===== src/rtl/audio_pkg.sv =====
// rtl/audio_pkg.sv - shared types and constants for the audio sample FIFO
//
// AUDIO_DATA_W : default sample width in bits
// fifo_state_t : playback state, PRIME (filling, output muted) or RUN (playing)
// UNDERRUN_MAX : saturation value of the underrun event counter
package audio_pkg;

    localparam int AUDIO_DATA_W = 16;
    localparam int UNDERRUN_MAX = 255;

    typedef enum logic {
        PRIME = 1'b0,
        RUN   = 1'b1
    } fifo_state_t;

endpackage


===== src/rtl/sync_fifo.sv =====
// rtl/sync_fifo.sv - single-clock sample FIFO with registered read data
//
// Ports:
//   clk       : clock, rising edge
//   reset_n   : asynchronous active-low reset, empties the FIFO
//   push      : write push_data (ignored when full)
//   push_data : sample to store
//   pop       : advance read pointer and register the head into pop_data
//               (ignored when empty)
//   pop_data  : head sample captured by the most recent pop
//   level     : current entry count, 0..DEPTH
module sync_fifo #(
    parameter int DATA_W = 16,
    parameter int DEPTH  = 16
) (
    input  logic                     clk,
    input  logic                     reset_n,
    input  logic                     push,
    input  logic [DATA_W-1:0]        push_data,
    input  logic                     pop,
    output logic [DATA_W-1:0]        pop_data,
    output logic [$clog2(DEPTH):0]   level
);

    localparam int AW = $clog2(DEPTH);

    logic [DATA_W-1:0] mem [DEPTH];
    logic [AW-1:0]     wr_ptr;
    logic [AW-1:0]     rd_ptr;
    logic              do_push;
    logic              do_pop;

    // Guards keep level inside 0..DEPTH even if a caller misbehaves.
    assign do_push = push && (level != (AW + 1)'(DEPTH));
    assign do_pop  = pop && (level != '0);

    // Storage is not reset: stale contents are unreachable once pointers clear.
    always_ff @(posedge clk) begin
        if (do_push) begin
            mem[wr_ptr] <= push_data;
        end
    end

    // DEPTH is a power of two, so the pointers wrap by natural overflow.
    always_ff @(posedge clk or negedge reset_n) begin
        if (!reset_n) begin
            wr_ptr   <= '0;
            rd_ptr   <= '0;
            level    <= '0;
            pop_data <= '0;
        end else begin
            if (do_push) begin
                wr_ptr <= wr_ptr + 1'b1;
            end
            if (do_pop) begin
                rd_ptr   <= rd_ptr + 1'b1;
                pop_data <= mem[rd_ptr];
            end
            case ({do_push, do_pop})
                2'b10:   level <= level + 1'b1;
                2'b01:   level <= level - 1'b1;
                default: level <= level;
            endcase
        end
    end

endmodule


===== src/rtl/audio_sample_fifo.sv =====
// rtl/audio_sample_fifo.sv - sample FIFO feeding an I2S transmitter, paced by LRCK
//
// Optional feature macro: AUDIO_VOLUME_EN (adds vol_shift attenuation input)
//
// Ports:
//   AUD_XCK      : codec master clock, all logic on its rising edge
//   reset_n      : asynchronous active-low reset
//   vol_shift    : (AUDIO_VOLUME_EN only) arithmetic right shift applied to samples
//   in_data      : producer sample, two's complement
//   in_valid     : producer offers in_data
//   in_ready     : FIFO accepts a sample this cycle
//   AUD_LRCK     : frame clock from the I2S transmitter
//   audiodata    : sample presented to the transmitter
//   fifo_level   : current entry count
//   underrun_cnt : saturating count of underrun events
//   clr_underrun : synchronous clear of underrun_cnt
module audio_sample_fifo
    import audio_pkg::*;
#(
    parameter int DATA_W = AUDIO_DATA_W,
    parameter int DEPTH  = 16
) (
    input  logic                     AUD_XCK,
    input  logic                     reset_n,
`ifdef AUDIO_VOLUME_EN
    input  logic [2:0]               vol_shift,
`endif
    input  logic [DATA_W-1:0]        in_data,
    input  logic                     in_valid,
    output logic                     in_ready,
    input  logic                     AUD_LRCK,
    output logic [DATA_W-1:0]        audiodata,
    output logic [$clog2(DEPTH):0]   fifo_level,
    output logic [7:0]               underrun_cnt,
    input  logic                     clr_underrun
);

    localparam int LW = $clog2(DEPTH) + 1;

    fifo_state_t        state;
    logic               lrck_q;
    logic               lr_edge;
    logic               lr_rise;
    logic               ready_en;
    logic               load_q;
    logic               push;
    logic               pop;
    logic               start;
    logic               underrun_evt;
    logic [DATA_W-1:0]  pop_data;
    logic [DATA_W-1:0]  scaled;

    assign lr_edge = AUD_LRCK ^ lrck_q;
    assign lr_rise = AUD_LRCK && !lrck_q;

    // ready_en holds in_ready low throughout reset and for the release cycle.
    assign in_ready = ready_en && (fifo_level < LW'(DEPTH));
    assign push     = in_valid && in_ready;

    // The rising edge that ends priming also consumes the first sample, so
    // the left slot of that frame already carries real data.
    assign start        = (state == PRIME) && lr_rise && (fifo_level >= LW'(DEPTH / 2));
    assign pop          = start || ((state == RUN) && lr_edge && (fifo_level != '0));
    // Level is the pre-push count, so a push landing on the edge cannot bypass.
    assign underrun_evt = (state == RUN) && lr_edge && (fifo_level == '0);

`ifdef AUDIO_VOLUME_EN
    assign scaled = $signed(pop_data) >>> vol_shift;
`else
    assign scaled = pop_data;
`endif

    sync_fifo #(
        .DATA_W (DATA_W),
        .DEPTH  (DEPTH)
    ) u_fifo (
        .clk       (AUD_XCK),
        .reset_n   (reset_n),
        .push      (push),
        .push_data (in_data),
        .pop       (pop),
        .pop_data  (pop_data),
        .level     (fifo_level)
    );

    always_ff @(posedge AUD_XCK or negedge reset_n) begin
        if (!reset_n) begin
            state        <= PRIME;
            lrck_q       <= 1'b0;
            ready_en     <= 1'b0;
            load_q       <= 1'b0;
            audiodata    <= '0;
            underrun_cnt <= '0;
        end else begin
            lrck_q   <= AUD_LRCK;
            ready_en <= 1'b1;
            // pop_data becomes valid the cycle after the pop; load it then.
            load_q   <= pop;

            case (state)
                PRIME: if (start)        state <= RUN;
                RUN:   if (underrun_evt) state <= PRIME;
                default:                 state <= PRIME;
            endcase

            if (underrun_evt) begin
                audiodata <= '0;
            end else if (load_q) begin
                audiodata <= scaled;
            end

            if (clr_underrun) begin
                underrun_cnt <= '0;
            end else if (underrun_evt && (underrun_cnt != 8'(UNDERRUN_MAX))) begin
                underrun_cnt <= underrun_cnt + 1'b1;
            end
        end
    end

endmodule


===== config.mk =====
export PLATFORM = sky130hd
export DESIGN_NAME = audio_sample_fifo
export DESIGN_NICKNAME = d
export VERILOG_FILES = /design/src/rtl/audio_pkg.sv /design/src/rtl/sync_fifo.sv /design/src/rtl/audio_sample_fifo.sv
export SDC_FILE = /design/constraint.sdc
export NUM_CORES = 1
export LEC_CHECK = 0
export ABC_CLOCK_PERIOD_IN_PS = 4100
export CAP_MARGIN = 40
export CORE_ASPECT_RATIO = 0.5
export CORE_MARGIN = 3
export CORE_UTILIZATION = 35
export CTS_BUF_LIST = sky130_fd_sc_hd__clkbuf_8
export CTS_CLUSTER_DIAMETER = 60
export CTS_CLUSTER_SIZE = 20
export DETAILED_ROUTE_END_ITERATION = 12
export MAX_ROUTING_LAYER = met4
export PLACE_DENSITY = 0.52
export SLEW_MARGIN = 20
export SYNTH_ARGS = -nofsm -noshare
export SYNTH_HDL_FRONTEND = slang
export SYNTH_HIERARCHICAL = 1
export SYNTH_SLANG_ARGS = --single-unit

===== constraint.sdc =====
create_clock -name AUD_XCK -period 4.1 [get_ports AUD_XCK]
set_clock_uncertainty 0.05 [all_clocks]
set_input_delay 0.615 -clock AUD_XCK [delete_from_list [all_inputs] [get_ports AUD_XCK]]
set_output_delay 0.615 -clock AUD_XCK [all_outputs]
set_load 0.02 [all_outputs]

==> metrics.txt <==
GR Layer Usage met2=21.3%; Slowest cell on crit path=or4_4; MaxCap Viol Count=0; die height=around 140 um; maximum vdd ir drop=around 0.24 mV; min cycle time layout=about 3.2 ns; hold crit path type=reg -> reg; io pins=between 50 and 60; Net Count, Synth=685; share of cells above drive strength 1=18.9%; LEAKAGE=about 4.6 nW; actual slew at the worst max-slew pin=approximately 0.85 ns; root buffer cell=clkbuf_8; DP HPWL=approximately 16 mm; Seq cells post-synth=between 300 and 400; Core Area=between 30000 and 40000 um^2; Global Route met1 Usage=21.6%; TritonCTS Buffers=20; crit-path max FO=9; Post-Syn Area=around 12000 um^2; cell count along the critical path=11; Seq/Total Area, Yosys=74.0%; Syn Inst Count=~650; Detailed Route WL=roughly 26 mm; worst-path cell chain=or4_4 > o21a_1 > inv_2 > ha_1 > inv_1 > fa_1 > nor2b_1 > o21ai_1 > nand3_1 > or3b_1 > xnor2_1; largest delay contributor family on the critical path=simple AND/OR/NAND/NOR gates; CTS sink count=roughly 310; gr busiest metal=met1; mean routed wirelength per cell=21.8 um; chip width=roughly 270 um; Vias/cell=5.09; startpoint types=flop; critical path type=reg -> reg; gr ovfl total=0; Final Setup Violations=0; Die Area=~38000 um^2; multi-input logic area=2990 um^2; Antenna diodes=0; GRT Total Usage=14.5%; Arr. time, crit path=3.56 ns; Total Nets Final=between 700 and 800; Post-DRT Antenna Nets=0; Slew Limit Fails=0; maximum clock rate=roughly 320 MHz; hold slack final=0.444 ns; IO Port Bufs=50; first-pass GRT wire length=40.3 mm; initial drt markers=about 540; Final period util=77.2%; Worst-path clk slew=~0.11 ns; DRC=0; register area=just over 9000 um^2; final-report hold violation count=0; run status=completed; largest net degree at the start of global routing=35; crit path capture type=flop; R2R cell count=11; Pwr Density=about 610 nW/um^2; clk_lat worst skew=around 0.58 ns; worst relative slew slack=43.1%; vias in the first global route=roughly 6200; Max stage delay on crit path=0.54 ns; syn_area_per_cell=about 19 um^2; register-to-register setup slack=around 0.94 ns; Critical Path RT=about 4.5 ns; cells resized by post-CTS repair=0; RSZ-0062 raised after global routing=no; Initial Utilization=36.4%; Vias=roughly 6100; worst hold path cell count=2; gpl congestion=0.730; initial antenna violation count=0; P&R area growth vs syn=12.4%; setup_tns=0 ns; library cells used by synthesis=43; TritonCTS clock tree=built; CP Buf/Inv Count=2; drt first pass iters=4; H-tree levels=1; Site Rows=47; Max Root-Sink Buffers=3; met3 Use GR=~2.4%; Yosys warnings=6; FILL cells=3043
path summary, 6_finish.rpt:
kind,from,end
worst max-delay path,u_fifo/level[3],u_fifo/level[4]
worst min-delay path,u_fifo/pop_data[10],u_fifo/pop_data[10]
worst max register to register,u_fifo/level[3],u_fifo/level[4]
worst min register to register,u_fifo/pop_data[10],u_fifo/pop_data[10]
max in group asynchronous,reset_n,u_fifo/rd_ptr[2]
min in group asynchronous,reset_n,u_fifo/wr_ptr[2]
per-stage QoR:
step | worst slack (ns) | cells | instance area, um^2 | power, mW | util, %
2_1_floorplan | 0.975 | 652 | 12300 | 6.03 | -
3_3_place_gp | 0.480 | 1158 | 13400 | 6.95 | 39.7
3_5_place_dp | 0.405 | 1160 | 13500 | 7.01 | 39.8
4_1_cts | 0.943 | 1189 | 13800 | 8.52 | 40.9
5_1_grt | 0.762 | 1189 | 13800 | 8.90 | 40.9
6_report | 0.936 | 1189 | 13800 | 8.39 | 40.9
cells in the final DEF, fill, tap and decap left out, types with 5 or more instances in the layout:
cell type and n:
edfxtp_1 256, mux4_2 64, dfrtp_1 55, clkdlybuf4s50_1 49, nand2_1 46, mux2i_1 33
buf_4 26, nor2_1 25, clkbuf_8 20, o21ai_1 17, o221ai_1 15, inv_1 13
a21oi_1 11, ha_1 11, xnor2_1 8, o21ai_0 6, o31ai_1 5, nor2_2 5
what timing repair did:
action / in CTS / in global routing
endpoints found under the hold margin: 7 / 0
hold buffers: 1 / 0
setup endpoints to repair: 0 / 0
buffers inserted: 0 / 0
final cells by class:
class,count,area share (%)
clock inverters,8,0.569
inverters,12,0.325
well taps,465,4.20
repair buffers,80,5.46
clock buffers,20,1.99
multi-input cells,291,21.6
flip-flops and latches,313,65.9
routing by layer:
layer  vias up  wire (um)
li1       2679          -
met4         0        337
met5         -          0
met1      3223      12600
met3        25       1280
met2       123      11700
flip-flops by register name, indices dropped and copies added, names as in the netlist:
name	flops
ready_en	1
lrck_q	1
u_fifo/level	5
u_fifo/mem	256
underrun_cnt	8
audiodata	16
state	1
load_q	1
u_fifo/wr_ptr	4
u_fifo/pop_data	16
u_fifo/rd_ptr	4
cell families after synthesis:
group	after synthesis	synth area share (%)
fa+ha+maj	12	1.28
flops	313	74.0
buf+inv	48	2.04
mux	98	14.6
compound gates	57	3.01
simple gates	113	4.38
xor+xnor	10	0.711
other cells	1	0.0304
synth_stat cells, drive strengths merged:
cell type / number / share of area [%]
edfxtp: 256 / 62
mux4: 65 / 12
dfrtp: 57 / 12
nand2: 47 / 1.5
mux2i: 33 / 2.7
nor2: 30 / 0.91
o21ai: 24 / 1.1
buf: 23 / 1.3
o221ai: 15 / 1.1
clkbuf: 13 / 0.40
inv: 12 / 0.37
a21oi: 11 / 0.45
ha: 11 / 1.1
xnor2: 8 / 0.57
nor3: 5 / 0.20
o31ai: 5 / 0.30
nand2b: 4 / 0.20
nand3: 4 / 0.16
nand4: 4 / 0.20
or3: 4 / 0.20
and2: 3 / 0.15
or4: 3 / 0.21
and3: 2 / 0.10
nor2b: 2 / 0.10
xor2: 2 / 0.14
a21o: 1 / 0.061
and4: 1 / 0.091
conb: 1 / 0.030
fa: 1 / 0.16
nand3b: 1 / 0.061
nor4b: 1 / 0.19
o21a: 1 / 0.061
or2: 1 / 0.051
or3b: 1 / 0.071
worst reg2reg max path, cell delays in order, from the launching register on:
cell and delay [ns]:
dfrtp_1 0.50, or4_4 0.55, o21a_1 0.32, inv_2 0.09, ha_1 0.22, inv_1 0.10, fa_1 0.41, nor2b_1 0.12
o21ai_1 0.10, nand3_1 0.09, or3b_1 0.37, xnor2_1 0.13
power breakdown:
part	internal, mW	switching (mW)	leakage (nW)
logic	1.31	1.44	1.43
registers	3.77	0.375	3.00
clock network	0.534	0.967	0.193
total	5.61	2.78	4.62
Power figures use the tool's default switching activity.
